### src/rtl/data_mem_arbiter.sv
// data_mem_arbiter: shares the single-ported vector data memory between the
// pipeline MEM stage (port P, default priority) and an external host port (H).
// Ports:
//   clk, rst                          - clock, asynchronous active-low reset
//   p_req/p_we/p_addr/p_wdata         - pipeline access request
//   p_gnt, p_stall                    - pipeline grant / lost-arbitration stall (combinational)
//   p_rvalid/p_rdata                  - pipeline read return, one cycle after a granted read
//   h_req/h_we/h_lock/h_addr/h_wdata  - host access request, h_lock holds a burst
//   h_gnt, h_rvalid/h_rdata           - host grant and read return
//   m_en/m_we/m_addr/m_wdata/m_rdata  - data RAM port, read data valid one cycle after access
module data_mem_arbiter #(
   parameter  int RW         = 24,
   parameter  int N          = 6,
   parameter  int AW         = 24,
   parameter  int STARVE_MAX = 4,
   parameter  int BURST_MAX  = 8,
   localparam int DW         = RW * N
) (
   input  logic          clk,
   input  logic          rst,
   input  logic          p_req,
   input  logic          p_we,
   input  logic [AW-1:0] p_addr,
   input  logic [DW-1:0] p_wdata,
   output logic          p_gnt,
   output logic          p_stall,
   output logic          p_rvalid,
   output logic [DW-1:0] p_rdata,
   input  logic          h_req,
   input  logic          h_we,
   input  logic          h_lock,
   input  logic [AW-1:0] h_addr,
   input  logic [DW-1:0] h_wdata,
   output logic          h_gnt,
   output logic          h_rvalid,
   output logic [DW-1:0] h_rdata,
   output logic          m_en,
   output logic          m_we,
   output logic [AW-1:0] m_addr,
   output logic [DW-1:0] m_wdata,
   input  logic [DW-1:0] m_rdata
);
   typedef enum logic [1:0] {PRI_P, FORCE_H, BURST} arbState;
   typedef enum logic [1:0] {NONE, OWN_P, OWN_H} rdOwnerT;
   localparam logic [3:0] STARVE_LIM = 4'(STARVE_MAX);
   localparam logic [7:0] BURST_LIM  = 8'(BURST_MAX);
   arbState state, stateNext, priState;
   rdOwnerT rdOwner;
   logic [3:0] waitCnt, waitNext, priWait;
   logic [7:0] burstCnt, burstNext, priBurst;
   logic [DW-1:0] pHold, hHold;
   logic gntP, gntH, priGntP, priGntH;
   always_comb begin
      // pipeline-priority rule set; FORCE_H and BURST fall back to it when the host lets go
      priGntP   = p_req;
      priGntH   = !p_req && h_req;
      priWait   = (p_req && h_req) ? waitCnt + 4'd1 : 4'd0;
      priBurst  = (priGntH && h_lock) ? 8'd1 : 8'd0;
      priState  = (priWait >= STARVE_LIM) ? FORCE_H : (priGntH && h_lock) ? BURST : PRI_P;
      gntP      = priGntP;
      gntH      = priGntH;
      waitNext  = priWait;
      burstNext = priBurst;
      stateNext = priState;
      if (state == FORCE_H && h_req) begin
         gntP      = 1'b0;
         gntH      = 1'b1;
         waitNext  = 4'd0;
         burstNext = h_lock ? 8'd1 : 8'd0;
         stateNext = h_lock ? BURST : PRI_P;
      end else if (state == BURST && h_req && h_lock) begin
         if (burstCnt < BURST_LIM || !p_req) begin
            gntP      = 1'b0;
            gntH      = 1'b1;
            waitNext  = waitCnt;
            burstNext = (burstCnt < BURST_LIM) ? burstCnt + 8'd1 : burstCnt;
            stateNext = BURST;
         end else begin
            // burst exhausted with P waiting: P wins and this cycle already counts as a host loss
            gntP      = 1'b1;
            gntH      = 1'b0;
            waitNext  = 4'd1;
            burstNext = 8'd0;
            stateNext = PRI_P;
         end
      end
   end
   // grants are forced low while reset is held so the RAM sees no access
   assign p_gnt    = rst & gntP;
   assign h_gnt    = rst & gntH;
   assign p_stall  = rst & p_req & ~gntP;
   assign m_en     = p_gnt | h_gnt;
   assign m_we     = (p_gnt & p_we) | (h_gnt & h_we);
   assign m_addr   = p_gnt ? p_addr : h_gnt ? h_addr : '0;
   assign m_wdata  = p_gnt ? p_wdata : h_gnt ? h_wdata : '0;
   assign p_rvalid = rdOwner == OWN_P;
   assign h_rvalid = rdOwner == OWN_H;
   assign p_rdata  = p_rvalid ? m_rdata : pHold;
   assign h_rdata  = h_rvalid ? m_rdata : hHold;
   always_ff @(posedge clk or negedge rst) begin
      if (!rst) begin
         state    <= PRI_P;
         waitCnt  <= 4'd0;
         burstCnt <= 8'd0;
         rdOwner  <= NONE;
         pHold    <= '0;
         hHold    <= '0;
      end else begin
         state    <= stateNext;
         waitCnt  <= waitNext;
         burstCnt <= burstNext;
         rdOwner  <= (gntP && !p_we) ? OWN_P : (gntH && !h_we) ? OWN_H : NONE;
         if (rdOwner == OWN_P) pHold <= m_rdata;
         if (rdOwner == OWN_H) hHold <= m_rdata;
      end
   end
endmodule
### config.mk
export PLATFORM = sky130hd
export DESIGN_NAME = data_mem_arbiter
export DESIGN_NICKNAME = d
export VERILOG_FILES = /design/src/rtl/data_mem_arbiter.sv
export SDC_FILE = /design/constraint.sdc
export NUM_CORES = 1
export LEC_CHECK = 0
export BUFFER_PORTS_ARGS = -buffer_cell sky130_fd_sc_hd__buf_2
export CORE_AREA = 2 2 367 369
export DETAILED_ROUTE_END_ITERATION = 16
export DIE_AREA = 0 0 369 371
export PLACE_DENSITY = 0.3
export SETUP_SLACK_MARGIN = 0.05
export SKIP_CTS_REPAIR_TIMING = 1
export SYNTH_ARGS = -nofsm -noshare
export SYNTH_HDL_FRONTEND = slang
export SYNTH_SLANG_ARGS = --single-unit
### constraint.sdc
create_clock -name clk -period 1.95 [get_ports clk]
set_input_delay 0.0975 -clock clk [delete_from_list [all_inputs] [get_ports clk]]
set_output_delay 0.0975 -clock clk [all_outputs]
set_load 0.03 [all_outputs]
==> results.json <==
{
  "dr.pass1.iters": 5,
  "syn_avg_cell_area_sq_um": 10.9,
  "skew_ns": 0.0180,
  "synthSimpleGateAreaFrac": 0.143,
  "cts_max_path_buffers": 3,
  "cts_sinks": 304,
  "die_area_sq_mm": 0.137,
  "relSlewSlack": 0.447,
  "wl_per_cell_um": 23.5,
  "synth-seq-cells": 304,
  "place.gp.congestion": 0.894,
  "rows": 134,
  "cp.arrival_ns": 2.54,
  "drt_iter0_markers": 1005,
  "grt_pass1_wl_mm": 124,
  "start_kind": "register",
  "ys_warn_count": 0,
  "first_global_vias": 13500,
  "required_ns": 1.85,
  "rsz0062_at_grt": "yes",
  "nNetsFinal": 2833,
  "synthMuxAreaShare": 0.123,
  "synth-adder-area-share": 0.00189,
  "cts_max_level": 2,
  "start_util": 0.0995,
  "place_hpwl_mm": 81.7,
  "final_cells": 4169,
  "cts_tree": "built",
  "placed_area_sq_mm": 0.0207,
  "timing.final.hold_violations": 0,
  "power_density_mw_per_mm2": 1000,
  "synth_fp_nets": 1696,
  "end_kind": "primary output",
  "grt_max_degree": 121,
  "die_h_um": 371,
  "antenna_found_initial": 73,
  "cts_buffers": 42,
  "reg2reg_from": "burstCnt[7]",
  "drv_slew": 0,
  "synth_top_family_by_area": "simple AND/OR/NAND/NOR gates",
  "grt_usage": 0.134,
  "synth_xor_area_frac": 0.00133,
  "crit_fanout": 43,
  "rrSetupSlack_ns": 0.17,
  "fin_crit_sh": 1.35,
  "ys_seq_area_frac": 0.576,
  "vias": 14300,
  "synth-edff-count": 0,
  "vias_per_cell": 3.42,
  "num_io_pins": 950,
  "syn_inst": 1207,
  "fillCellCount": 15000,
  "power.leakage_nw": 12.1,
  "crit_end": "m_wdata[50]",
  "core_area_sq_mm": 0.133,
  "drive_gt1_frac": 0.564,
  "finalWorstSetupSlack_ns": -0.692,
  "die_x_um": 369,
  "portBuffers": 949,
  "status": "finished with violations",
  "critPathLaunch": "burstCnt[5]",
  "min_period_ns": 2.64,
  "setup_viol": 461,
  "cts-root-buf": "clkbuf_16",
  "overflow": 0,
  "ir_drop_v": 0.000599,
  "dp_cells": 3912,
  "wl_mm": 98.0,
  "fmax_ghz": 0.378,
  "synth_area_sq_mm": 0.0132,
  "syn2layout_area_growth_pct": 82.2,
  "violations": "setup timing",
  "insertion_delay_ns": 0.60,
  "synth_cell_types": 42,
  "r2r-end": "burstCnt[0]",
  "holdCritPathClass": "input port to register",
  "dp_slack_ns": -0.123,
  "worst_pin_slew_ns": 0.830,
  "drtAntennaViolNets": 0,
  "drcViolationCount": 0,
  "cap_violations": 0,
  "r2r_cells": 5,
  "design_area_sq_mm": 0.0241,
  "synth-compound-area-share": 0.123,
  "ys.flop_type": "dfrtp_1",
  "synth_async_sr_flop_share": 1.00,
  "cts.clk_slew.worst_paths_ns": 0.06,
  "criticalPathCategory": "register to primary output"
}
[layer usage]
layer / GRT usage / vias to the layer above / routed length [um]
met1: 0.173 / 6916 / 41900
met5: 0 / - / 448
met2: 0.182 / 636 / 39700
li1: - / 6474 / -
met4: 0.0345 / 80 / 2140
met3: 0.0846 / 168 / 13800
[synthesized netlist by cell type (all sizes together), types with 2 or more instances]
cell type | instances | share of area
o21ai | 2 | 0.00076
nor2 | 6 | 0.0017
a22o | 169 | 0.11
nor2b | 3 | 0.0014
nand2 | 441 | 0.13
nand3 | 6 | 0.0027
ha | 2 | 0.0019
a21oi | 10 | 0.0041
dfrtp | 304 | 0.58
xor2 | 2 | 0.0013
or2 | 3 | 0.0014
a311oi | 2 | 0.0013
clkbuf | 49 | 0.014
and3 | 4 | 0.0019
buf | 36 | 0.017
nand3b | 2 | 0.0011
inv | 3 | 0.00085
nand2b | 2 | 0.00095
mux2 | 144 | 0.12
[power by group]
group          total, mW  switching, mW  internal, mW
clock               8.27           3.24          5.03
sequential          7.70          0.263          7.44
combinational       8.16           5.59          2.57
total               24.1           9.10          15.0
[logic make-up after synthesis]
group                      after synthesis
buffers and inverters                   88
muxes                                  144
and+or+nand+nor                        476
adders and majority gates                2
AOI/OAI and AO/OA                      191
xor gates and xnor gates                 2
DFF                                    304
[state kept, by name, indices dropped and copies added (netlist names)]
signal	cells
burstCnt	8
hHold	144
waitCnt	4
state	2
pHold	144
rdOwner	2
[worst max-delay path, stage by stage (launching register included)]
cell and delay, ns:
dfrtp_1 0.40, nor4_4 0.33, nand3_2 0.16, and3b_4 0.30, buf_12 0.21, a22o_2 0.32, buf_2 0.19
[worst min path at each step]
stage                     slack (ns)   from           to  cells past startpoint
after detailed placement       -0.06    rst   rdOwner[0]                      1
after CTS                      -0.73    rst   rdOwner[1]                      1
after global routing            0.10  h_req   waitCnt[0]                      4
after floorplan                -0.20    rst  burstCnt[0]                      0
after global placement         -0.06    rst   rdOwner[0]                      1
final                           0.12  h_req   waitCnt[0]                      4
[through the flow]
stage	utilization	hold WS [ns]	TNS, ns	power, mW
floorplan	-	-0.198	0	12.5
global placement	0.156	-0.0570	-7.84	15.8
detailed placement	0.156	-0.0580	-11.48	15.8
CTS	0.167	-0.726	-237.77	24.4
global route	0.181	0.103	-241.85	25.4
finish	0.181	0.124	-177.48	24.1
[area by class of cell]
type	count	area, sq um	share of cell area
timing repair buffer	1178	7370	0.306
multi-input combinational	815	5340	0.222
tap	1768	2210	0.0919
antenna	25	62.6	0.00260
inverter	3	16.3	0.000676
clock buffer	60	1180	0.0490
clock inverter	16	285	0.0119
sequential	304	7610	0.316
[cell usage in the layout, fill, tap and decap left out, types with 4 or more instances in the layout]
master	n
buf_2	898
nand2_1	441
dfrtp_1	304
dlygate4sd3_1	152
mux2_2	144
a22o_2	97
a22o_1	71
buf_4	64
clkbuf_16	43
buf_6	27
diode_2	25
buf_12	20
clkbuf_4	14
clkbuf_1	12
a21oi_1	9
nor2_1	6
bufinv_16	6
clkbuf_8	6
nand3_1	5
and3_1	4
clkinv_2	4
(Power assumes the default switching activity.)
